**config.mk**
```make
export PLATFORM = sky130hd
export DESIGN_NAME = gray_ptr_receiver
export DESIGN_NICKNAME = d
export VERILOG_FILES = /design/src/rtl/gray_pkg.sv /design/src/rtl/gray_to_binary.sv /design/src/rtl/gray_ptr_receiver.sv
export SDC_FILE = /design/constraint.sdc
export NUM_CORES = 1
export LEC_CHECK = 0
export ABC_AREA = 1
export BUFFER_PORTS_ARGS = -buffer_cell sky130_fd_sc_hd__buf_2
export CAP_MARGIN = 40
export CORE_MARGIN = 10
export CORE_UTILIZATION = 30
export DETAILED_ROUTE_END_ITERATION = 8
export PLACE_DENSITY = 0.54
export SYNTH_ARGS = -nofsm -noshare
export SYNTH_HDL_FRONTEND = slang
export SYNTH_SLANG_ARGS = --single-unit
```
**constraint.sdc**
```tcl
create_clock -name clk -period 3.2 [get_ports clk]
set_input_delay 0.48 -clock clk [delete_from_list [all_inputs] [get_ports clk]]
set_output_delay 0.48 -clock clk [all_outputs]
set_load 0.01 [all_outputs]
```
**src/rtl/gray_pkg.sv**
```systemverilog
// rtl/gray_pkg.sv - shared Gray-code helpers and receiver state type
package gray_pkg;

    localparam int MAX_W = 64;

    typedef enum logic [1:0] {
        INIT,
        LOAD,
        TRACK
    } gray_rx_state_t;

    // Helpers take zero-extended operands so one definition serves every pointer width.
    function automatic logic [MAX_W-1:0] bin2gray(input logic [MAX_W-1:0] b);
        return b ^ (b >> 1);
    endfunction

    function automatic logic [MAX_W-1:0] gray2bin(input logic [MAX_W-1:0] g);
        logic [MAX_W-1:0] b;
        for (int i = 0; i < MAX_W; i++) begin
            b[i] = ^(g >> i);
        end
        return b;
    endfunction

    function automatic logic popcount_gt1(input logic [MAX_W-1:0] x);
        return (x & (x - MAX_W'(1))) != '0;
    endfunction

endpackage

```
**src/rtl/gray_to_binary.sv**
```systemverilog
// rtl/gray_to_binary.sv - combinational Gray-to-binary decoder
module gray_to_binary #(
    parameter int WIDTH = 8
) (
    input  logic [WIDTH-1:0] gray,
    output logic [WIDTH-1:0] bin
);

    // Each binary bit is the XOR of all Gray bits at and above it.
    always_comb begin
        bin = '0;
        for (int i = 0; i < WIDTH; i++) begin
            bin[i] = ^(gray >> i);
        end
    end

endmodule

```
**src/rtl/gray_ptr_receiver.sv**
```systemverilog
// rtl/gray_ptr_receiver.sv - synchronizes and decodes a Gray pointer from another clock domain
module gray_ptr_receiver
    import gray_pkg::*;
#(
    parameter int WIDTH       = 8,
    parameter int SYNC_STAGES = 2
) (
    input  logic             clk,
    input  logic             rst_n,
    input  logic [WIDTH-1:0] gray_in,
    input  logic             clear_err,
    output logic [WIDTH-1:0] bin_out,
    output logic             bin_valid,
    output logic [WIDTH-1:0] delta,
    output logic             multi_bit_err,
    output logic [7:0]       err_count
);

    localparam int FILL_W = $clog2(SYNC_STAGES + 1);

    (* async_reg = "true" *) logic [SYNC_STAGES-1:0][WIDTH-1:0] sync_q;
    logic [WIDTH-1:0]  g_s;
    logic [WIDTH-1:0]  g_prev;
    logic [WIDTH-1:0]  g_dec;
    logic [FILL_W-1:0] fill_q;
    gray_rx_state_t    state_q, state_d;
    logic              load_en, upd_en, err_evt;

    always_ff @(posedge clk or negedge rst_n) begin
        if (!rst_n) begin
            sync_q <= '0;
        end else begin
            sync_q <= {sync_q[SYNC_STAGES-2:0], gray_in};
        end
    end

    assign g_s = sync_q[SYNC_STAGES-1];

    gray_to_binary #(.WIDTH(WIDTH)) u_dec (
        .gray (g_s),
        .bin  (g_dec)
    );

    // Fill counter keeps the FSM in INIT until reset-time zeros have left the chain.
    always_ff @(posedge clk or negedge rst_n) begin
        if (!rst_n) begin
            fill_q <= '0;
        end else if (state_q == INIT) begin
            fill_q <= fill_q + FILL_W'(1);
        end
    end

    always_ff @(posedge clk or negedge rst_n) begin
        if (!rst_n) begin
            state_q <= INIT;
        end else begin
            state_q <= state_d;
        end
    end

    always_comb begin
        state_d = state_q;
        case (state_q)
            INIT:    if (fill_q == FILL_W'(SYNC_STAGES - 1)) state_d = LOAD;
            LOAD:    state_d = TRACK;
            TRACK:   state_d = TRACK;
            default: state_d = INIT;
        endcase
    end

    always_comb begin
        load_en = 1'b0;
        upd_en  = 1'b0;
        err_evt = 1'b0;
        case (state_q)
            LOAD: load_en = 1'b1;
            TRACK: begin
                upd_en  = (g_s != g_prev);
                err_evt = popcount_gt1(MAX_W'(g_s ^ g_prev));
            end
            default: ;
        endcase
    end

    always_ff @(posedge clk or negedge rst_n) begin
        if (!rst_n) begin
            g_prev        <= '0;
            bin_out       <= '0;
            delta         <= '0;
            bin_valid     <= 1'b0;
            multi_bit_err <= 1'b0;
        end else begin
            bin_valid     <= load_en | upd_en;
            multi_bit_err <= err_evt;
            if (load_en) begin
                g_prev  <= g_s;
                bin_out <= g_dec;
                delta   <= '0;
            end else if (upd_en) begin
                g_prev  <= g_s;
                bin_out <= g_dec;
                delta   <= g_dec - bin_out;
            end
        end
    end

    // A clear that coincides with an error keeps that error counted.
    always_ff @(posedge clk or negedge rst_n) begin
        if (!rst_n) begin
            err_count <= 8'd0;
        end else if (clear_err) begin
            err_count <= {7'd0, err_evt};
        end else if (err_evt && (err_count != 8'hFF)) begin
            err_count <= err_count + 8'd1;
        end
    end

endmodule

```
==> out/results.txt, run 1 <==
status: finished, final reports clean
Final ANT Viol Nets: 0
Worst-Skew Late Latency: 0.30 ns
post-synthesis sequential area ratio: 45.9%
Layout area overhead: 14.7%
worst-case reg-to-reg path depth: 16
crit path kind: reg -> reg
Num CTS Buffers: 5
worst setup margin: 0.547 ns
syn avg cell area: 8.57 sq um
Core ar.: 0.00928 sq mm
Post-CTS Resized: 0
crit share post-route: 82.9%
flops & latches, synth: 53
vias in the first global route: 2,217
Synth Flop Type: dfrtp_1
Iter 0 DRT Violations: 89
share of cells above drive strength 1: 19.5%
Hold Fails Final Rpt: 0
pin count of the biggest net entering global routing: 31
YS warnings: 0
Synth top area share: 45.9%
vias per cell: 4.27
Max-cap violations: 0
crit path DAT: 2.86 ns
CTS Buffer Depth: 2
Post-synth EDFFs: 0
R2R Path Start: g_s[6]
crit path time final: 2.65 ns
RSZ-0062 raised after global routing: no
top cells by count, synth: 109 x nand2_1, 53 x dfrtp_1, 40 x inv_1, 23 x nand3_1, 16 x nor2_1
DR DRC count: 0
Synth Net Count: 362
leak pwr: 1.75 nW
worst hold path type: in -> async
Placer Congestion: 0.855
Async SR Flop Fraction: 100%
CTS tree: built
postcts setup bufs: 0
GR Overflow Total: 0
DR WL/cell: 11.7 um
Hold Buf Count CTS: 0
final wirelength: 5.90 mm
antenna cells: 0
setup violators final: 0
main area contributors after synthesis: dfrtp_1 46%, nand2_1 14%, ha_1 5.6%
reg2reg end: delta[4]
Die W: 118 um
DIE AREA: 0.0139 sq mm
Worst-path clk slew: 0.10 ns
Slew Viols, Final: 0
initial antenna violation count: 0
worst vdd ir: 0.221 mV
headroom to the max-slew limit: 68.3%
HPWL Detailed: 4.54 mm
Worst Tran Pin Value: 0.475 ns
number of detailed-route iterations in the first pass: 4
net count reported at finish: 399
Setup WS pre-CTS: 0.522 ns
H-tree Lvls: 2
vias: 2,151
Syn Std Cell Area: 0.00289 sq mm
R2R setup slack: 0.55 ns
CP max FO: 6
CP Launch Type: flip-flop
Sinks on Clock Net: 53
PD cells: 553 mW/mm^2
port bufs: 36
Critical Path End Type: flip-flop
most instantiated library cell after synthesis: nand2_1
Std-Cell Rows: 35
synth unique cells: 36
CTS Root Cell: clkbuf_8
all-layer global routing usage: 9.03%
cell count after synthesis: 337
Initial Util: 31.1%
global-route wire length before repair: 10.6 mm
I/O pins: 37
achievable frequency: 377 MHz
Setup Total Neg Slack: 0 ns
CP required: 3.40 ns
Synth area leader: dfrtp_1
Chip Height: 118 um
Worst Skew: 0.00586 ns
==> final cells by class <==
cell class                      instances  area (sq um)
Tap cell                              129           161
Clock inverter                          1          30.0
Multi-Input combinational cell        231          1330
Fill cell                             971          5970
Timing Repair Buffer                   38           208
Inverter                               45           169
Sequential cell                        53          1330
Clock buffer                            7          86.3
==> registers in the layout, indices dropped and copies added, names as in the netlist <==
| name | count |
|---|---|
| bin_out | 8 |
| delta | 8 |
| err_count | 8 |
| g_s | 8 |
| sync_q | 8 |
| g_prev | 7 |
| fill_q | 2 |
| state_q | 2 |
| bin_valid | 1 |
| multi_bit_err | 1 |
==> report_power, final <==
part	internal, mW	switching [mW]	total, mW
Sequential	0.758	0.0613	0.819
Clock	0.255	0.219	0.474
Combinational	0.213	0.322	0.535
Total	1.23	0.602	1.83
==> logic make-up after synthesis <==
logic type	synth area share (%)
and+or+nand+nor	24.3
buffers and inverters	8.02
DFF	45.9
AOI/OAI and AO/OA	9.15
xor gates and xnor gates	6.24
adders and majority gates	6.33
==> routing by layer <==
layer / vias to the layer above / wire [um] / global-route usage (%)
met4: 0 / 110 / 3.79
met5: - / 0 / 0
met1: 981 / 2810 / 11.1
met2: 33 / 2790 / 14.9
met3: 7 / 179 / 1.92
li1: 1130 / - / -
==> critical path: stages, from the launching register on <==
cell     delay (ns)
dfrtp_1        0.41
inv_1          0.08
nand2_1        0.06
nand2_2        0.13
xor2_4         0.28
xor2_2         0.23
nand2_1        0.08
nand2_1        0.09
inv_1          0.05
ha_1           0.21
fa_1           0.39
nor2_1         0.15
o21ai_0        0.12
nand2_1        0.08
nand2_1        0.05
nand3_1        0.09
nand2_1        0.05
==> worst max path at each step <==
stage	startpoint	to	slack, ns	cells after the start
CTS	g_s[6]	delta[4]	0.51	16
global route	g_s[6]	delta[5]	0.24	15
global placement	g_s[6]	delta[4]	0.55	16
detailed placement	g_s[6]	delta[4]	0.52	16
finish	g_s[6]	delta[4]	0.55	16
floorplan	g_s[6]	delta[4]	0.84	16
==> placed cells by master, fill, tap and decap left out, types with 7 or more instances in the layout <==
cell,Yosys,final
nand2_1,109,109
dfrtp_1,53,53
inv_1,40,40
buf_2,2,36
nand3_1,23,23
nor2_1,16,16
o21ai_2,14,14
ha_1,13,13
a21oi_1,8,8
xor2_1,7,7
==> stage by stage <==
stage | hold slack (ns) | total power, mW | cells | instance area, sq um | util, %
CTS | 0.130 | 1.87 | 504 | 3310 | 35.6
floorplan | 0.184 | 1.19 | 337 | 2890 | -
global placement | 0.332 | 1.38 | 495 | 3170 | 34.2
detailed placement | 0.336 | 1.38 | 496 | 3190 | 34.4
finish | 0.124 | 1.83 | 504 | 3310 | 35.6
global route | 0.151 | 1.98 | 504 | 3310 | 35.6
Note: power is estimated with default switching activity, not from simulation.
==> run 2, diff against run 1 <==
Clock period 3.2 ns to 2.7 ns, I/O delays scaled along.
==> run 2 against run 1 <==
  * Combinational power up 32%
  * Clock skew up 0.0020 ns
  * Power up 16%
  * Worst hold slack worse by 0.085 ns
  * Register-to-register slack worse by 0.35 ns
  * Setup slack worse by 0.35 ns
  * Wire length down 1.5%
  * Non-clock buffer count up 8
  * Critical endpoint is now delta[6]
  * Highest routed layer unchanged
==> out/results.txt, run 2 (synthesis gave the netlist of run 1 again) <==
status: finished, final reports clean (unchanged)
vias in the first global route: 2,198 (was 2,217)
Layout area overhead: 17.3% (was 14.7%)
R2R Path Start: g_s[7] (was g_s[6])
CTS tree: built (unchanged)
Fillers: 987 (was 971)
CP required: 2.89 ns (was 3.40 ns)
Critical Path End Type: flip-flop (unchanged)
setup violators final: 0 (unchanged)
DR DRC count: 0 (unchanged)
most frequent cells in the layout: 107 x nand2_1, 53 x dfrtp_1, 40 x inv_1, 36 x buf_2, 23 x nand3_1 (was 109 x nand2_1, 53 x dfrtp_1, 40 x inv_1, 36 x buf_2, 23 x nand3_1)
Iter 0 DRT Violations: 112 (was 89)
total power: 2.12 mW (was 1.83 mW)
DIE AREA: 0.0139 sq mm (unchanged)
initial antenna violation count: 0 (unchanged)
Hold Fails Final Rpt: 0 (unchanged)
worst setup margin: 0.200 ns (was 0.547 ns)
Placer Congestion: 0.838 (was 0.855)
share of cells above drive strength 1: 23.2% (was 19.5%)
Initial Util: 31.1% (unchanged)
Setup WS pre-CTS: 0.117 ns (was 0.522 ns)
worst vdd ir: 0.329 mV (was 0.221 mV)
vias: 2,188 (was 2,151)
pin count of the biggest net entering global routing: 31 (unchanged)
cell breakdown of the critical path: inv_1, nand2_1, nand2_4, xor2_4, xor2_2, nand2_1, nand2_1, inv_1, ha_1, fa_2, inv_1, nand4_1, a31oi_1, o21ai_1 (was inv_1, nand2_1, nand2_2, xor2_4, xor2_2, nand2_1, nand2_1, inv_1, ha_1, fa_1, nor2_1, o21ai_0, nand2_1, nand2_1, nand3_1, nand2_1)
CTS Root Cell: clkbuf_8 (unchanged)
Crit-path slowest cell: dfrtp_1 (unchanged)
Chip Height: 118 um (unchanged)
Worst Skew: 0.00789 ns (was 0.00586 ns)
Worst-path clk slew: 0.10 ns (about the same)
Crit path buffers/inverters: 3 (was 2)
Reg area: 0.00133 sq mm (unchanged)
Std-Cell Rows: 35 (unchanged)
Worst-Skew Late Latency: 0.30 ns (about the same)
Max-cap violations: 0 (unchanged)
vias per cell: 4.27 (about the same)
global-route wire length before repair: 10.3 mm (was 10.6 mm)
worst-case reg-to-reg path depth: 14 (was 16)
antenna cells: 0 (unchanged)
Die W: 118 um (unchanged)
net count reported at finish: 407 (was 399)
Num CTS Buffers: 5 (unchanged)
area of the multi-input gates: 0.00138 sq mm (was 0.00133 sq mm)
HPWL Detailed: 4.51 mm (was 4.54 mm)
H-tree Lvls: 2 (unchanged)
Sinks on Clock Net: 53 (unchanged)
achievable frequency: 400 MHz (was 377 MHz)
critical path depth: 14 (was 16)
Core ar.: 0.00928 sq mm (unchanged)
slowest stage delay, CP: 0.42 ns (was 0.41 ns)
Crit path max-delay family: adder cells (was simple AND/OR/NAND/NOR gates)
commonest non-fill, non-tap cell in the layout: nand2_1 (unchanged)
headroom to the max-slew limit: 68.7% (was 68.3%)
GR Overflow Total: 0 (unchanged)
CP max FO: 5 (was 6)
Hold Buf Count CTS: 0 (unchanged)
all-layer global routing usage: 8.68% (was 9.03%)
number of detailed-route iterations in the first pass: 4 (unchanged)
crit share post-route: 92.6% (was 82.9%)
Worst Tran Pin Value: 0.469 ns (was 0.475 ns)
Final ANT Viol Nets: 0 (unchanged)
CTS Buffer Depth: 2 (unchanged)
crit path kind: reg -> reg (unchanged)
CP Launch Type: flip-flop (unchanged)
worst hold path type: in -> async (unchanged)
port bufs: 36 (unchanged)
I/O pins: 37 (unchanged)
Setup Total Neg Slack: 0 ns (unchanged)
DR WL/cell: 11.3 um (was 11.7 um)
Slew Viols, Final: 0 (unchanged)
crit path DAT: 2.69 ns (was 2.86 ns)
crit path time final: 2.50 ns (was 2.65 ns)
reg2reg end: delta[6] (was delta[4])
R2R setup slack: 0.20 ns (was 0.55 ns)
leak pwr: 1.78 nW (was 1.75 nW)
PD cells: 627 mW/mm^2 (was 553 mW/mm^2)
final wirelength: 5.81 mm (was 5.90 mm)
==> run 2: final cells by class <==
class | count | share of cell area, %
clock buffer | 6 | 2.14
clock inverter | 2 | 0.407
inverter | 45 | 4.99
multi-input combinational | 231 | 40.6
sequential | 53 | 39.2
tap | 129 | 4.77
timing repair buffer | 46 | 7.91
==> run 2: worst reg2reg max path, cell delays in order, from the launching register on <==
cell and delay (ns):
dfrtp_1 0.42, inv_1 0.08, nand2_1 0.08, nand2_4 0.11, xor2_4 0.29, xor2_2 0.22, nand2_1 0.07, nand2_1 0.08
inv_1 0.04, ha_1 0.21, fa_2 0.36, inv_1 0.08, nand4_1 0.11, a31oi_1 0.16, o21ai_1 0.09
==> run 2: worst max-delay path by stage <==
stage / end / startpoint / slack, ns
finish: delta[6] / g_s[7] / 0.20
global route: delta[5] / g_s[7] / -0.03
floorplan: delta[4] / g_s[6] / 0.34
global placement: delta[4] / g_s[6] / 0.20
detailed placement: delta[4] / g_s[6] / 0.12
CTS: delta[4] / g_s[7] / 0.09
==> run 2: per-stage QoR <==
step	instances	hold WS (ns)	util [%]	area (sq um)
floorplan	337	0.109	-	2890
global placement	499	0.331	34.5	3200
detailed placement	500	0.335	34.7	3220
CTS	508	0.0447	35.6	3310
global route	512	0.0689	36.5	3390
finish	512	0.0389	36.5	3390
==> run 2: report_power, final <==
part           switching, mW  leakage [nW]  internal [mW]
Clock                  0.258        0.0456          0.185
Sequential            0.0759         0.623          0.899
Combinational          0.407          1.12          0.297
==> run 2: what timing repair did <==
item,4_1_cts,5_1_grt
setup buffers,0,4
endpoints found under the setup margin,0,4
gates resized for setup,0,11
==> run 2: per-layer routing <==
metal  vias up  GRT usage (%)  part of all wire (%)
met5         -              0                     0
met2        28           14.1                    47
li1       1142              -                     -
met3         5           2.01                   3.3
met1      1013           11.0                    48
met4         0           3.01                   1.5
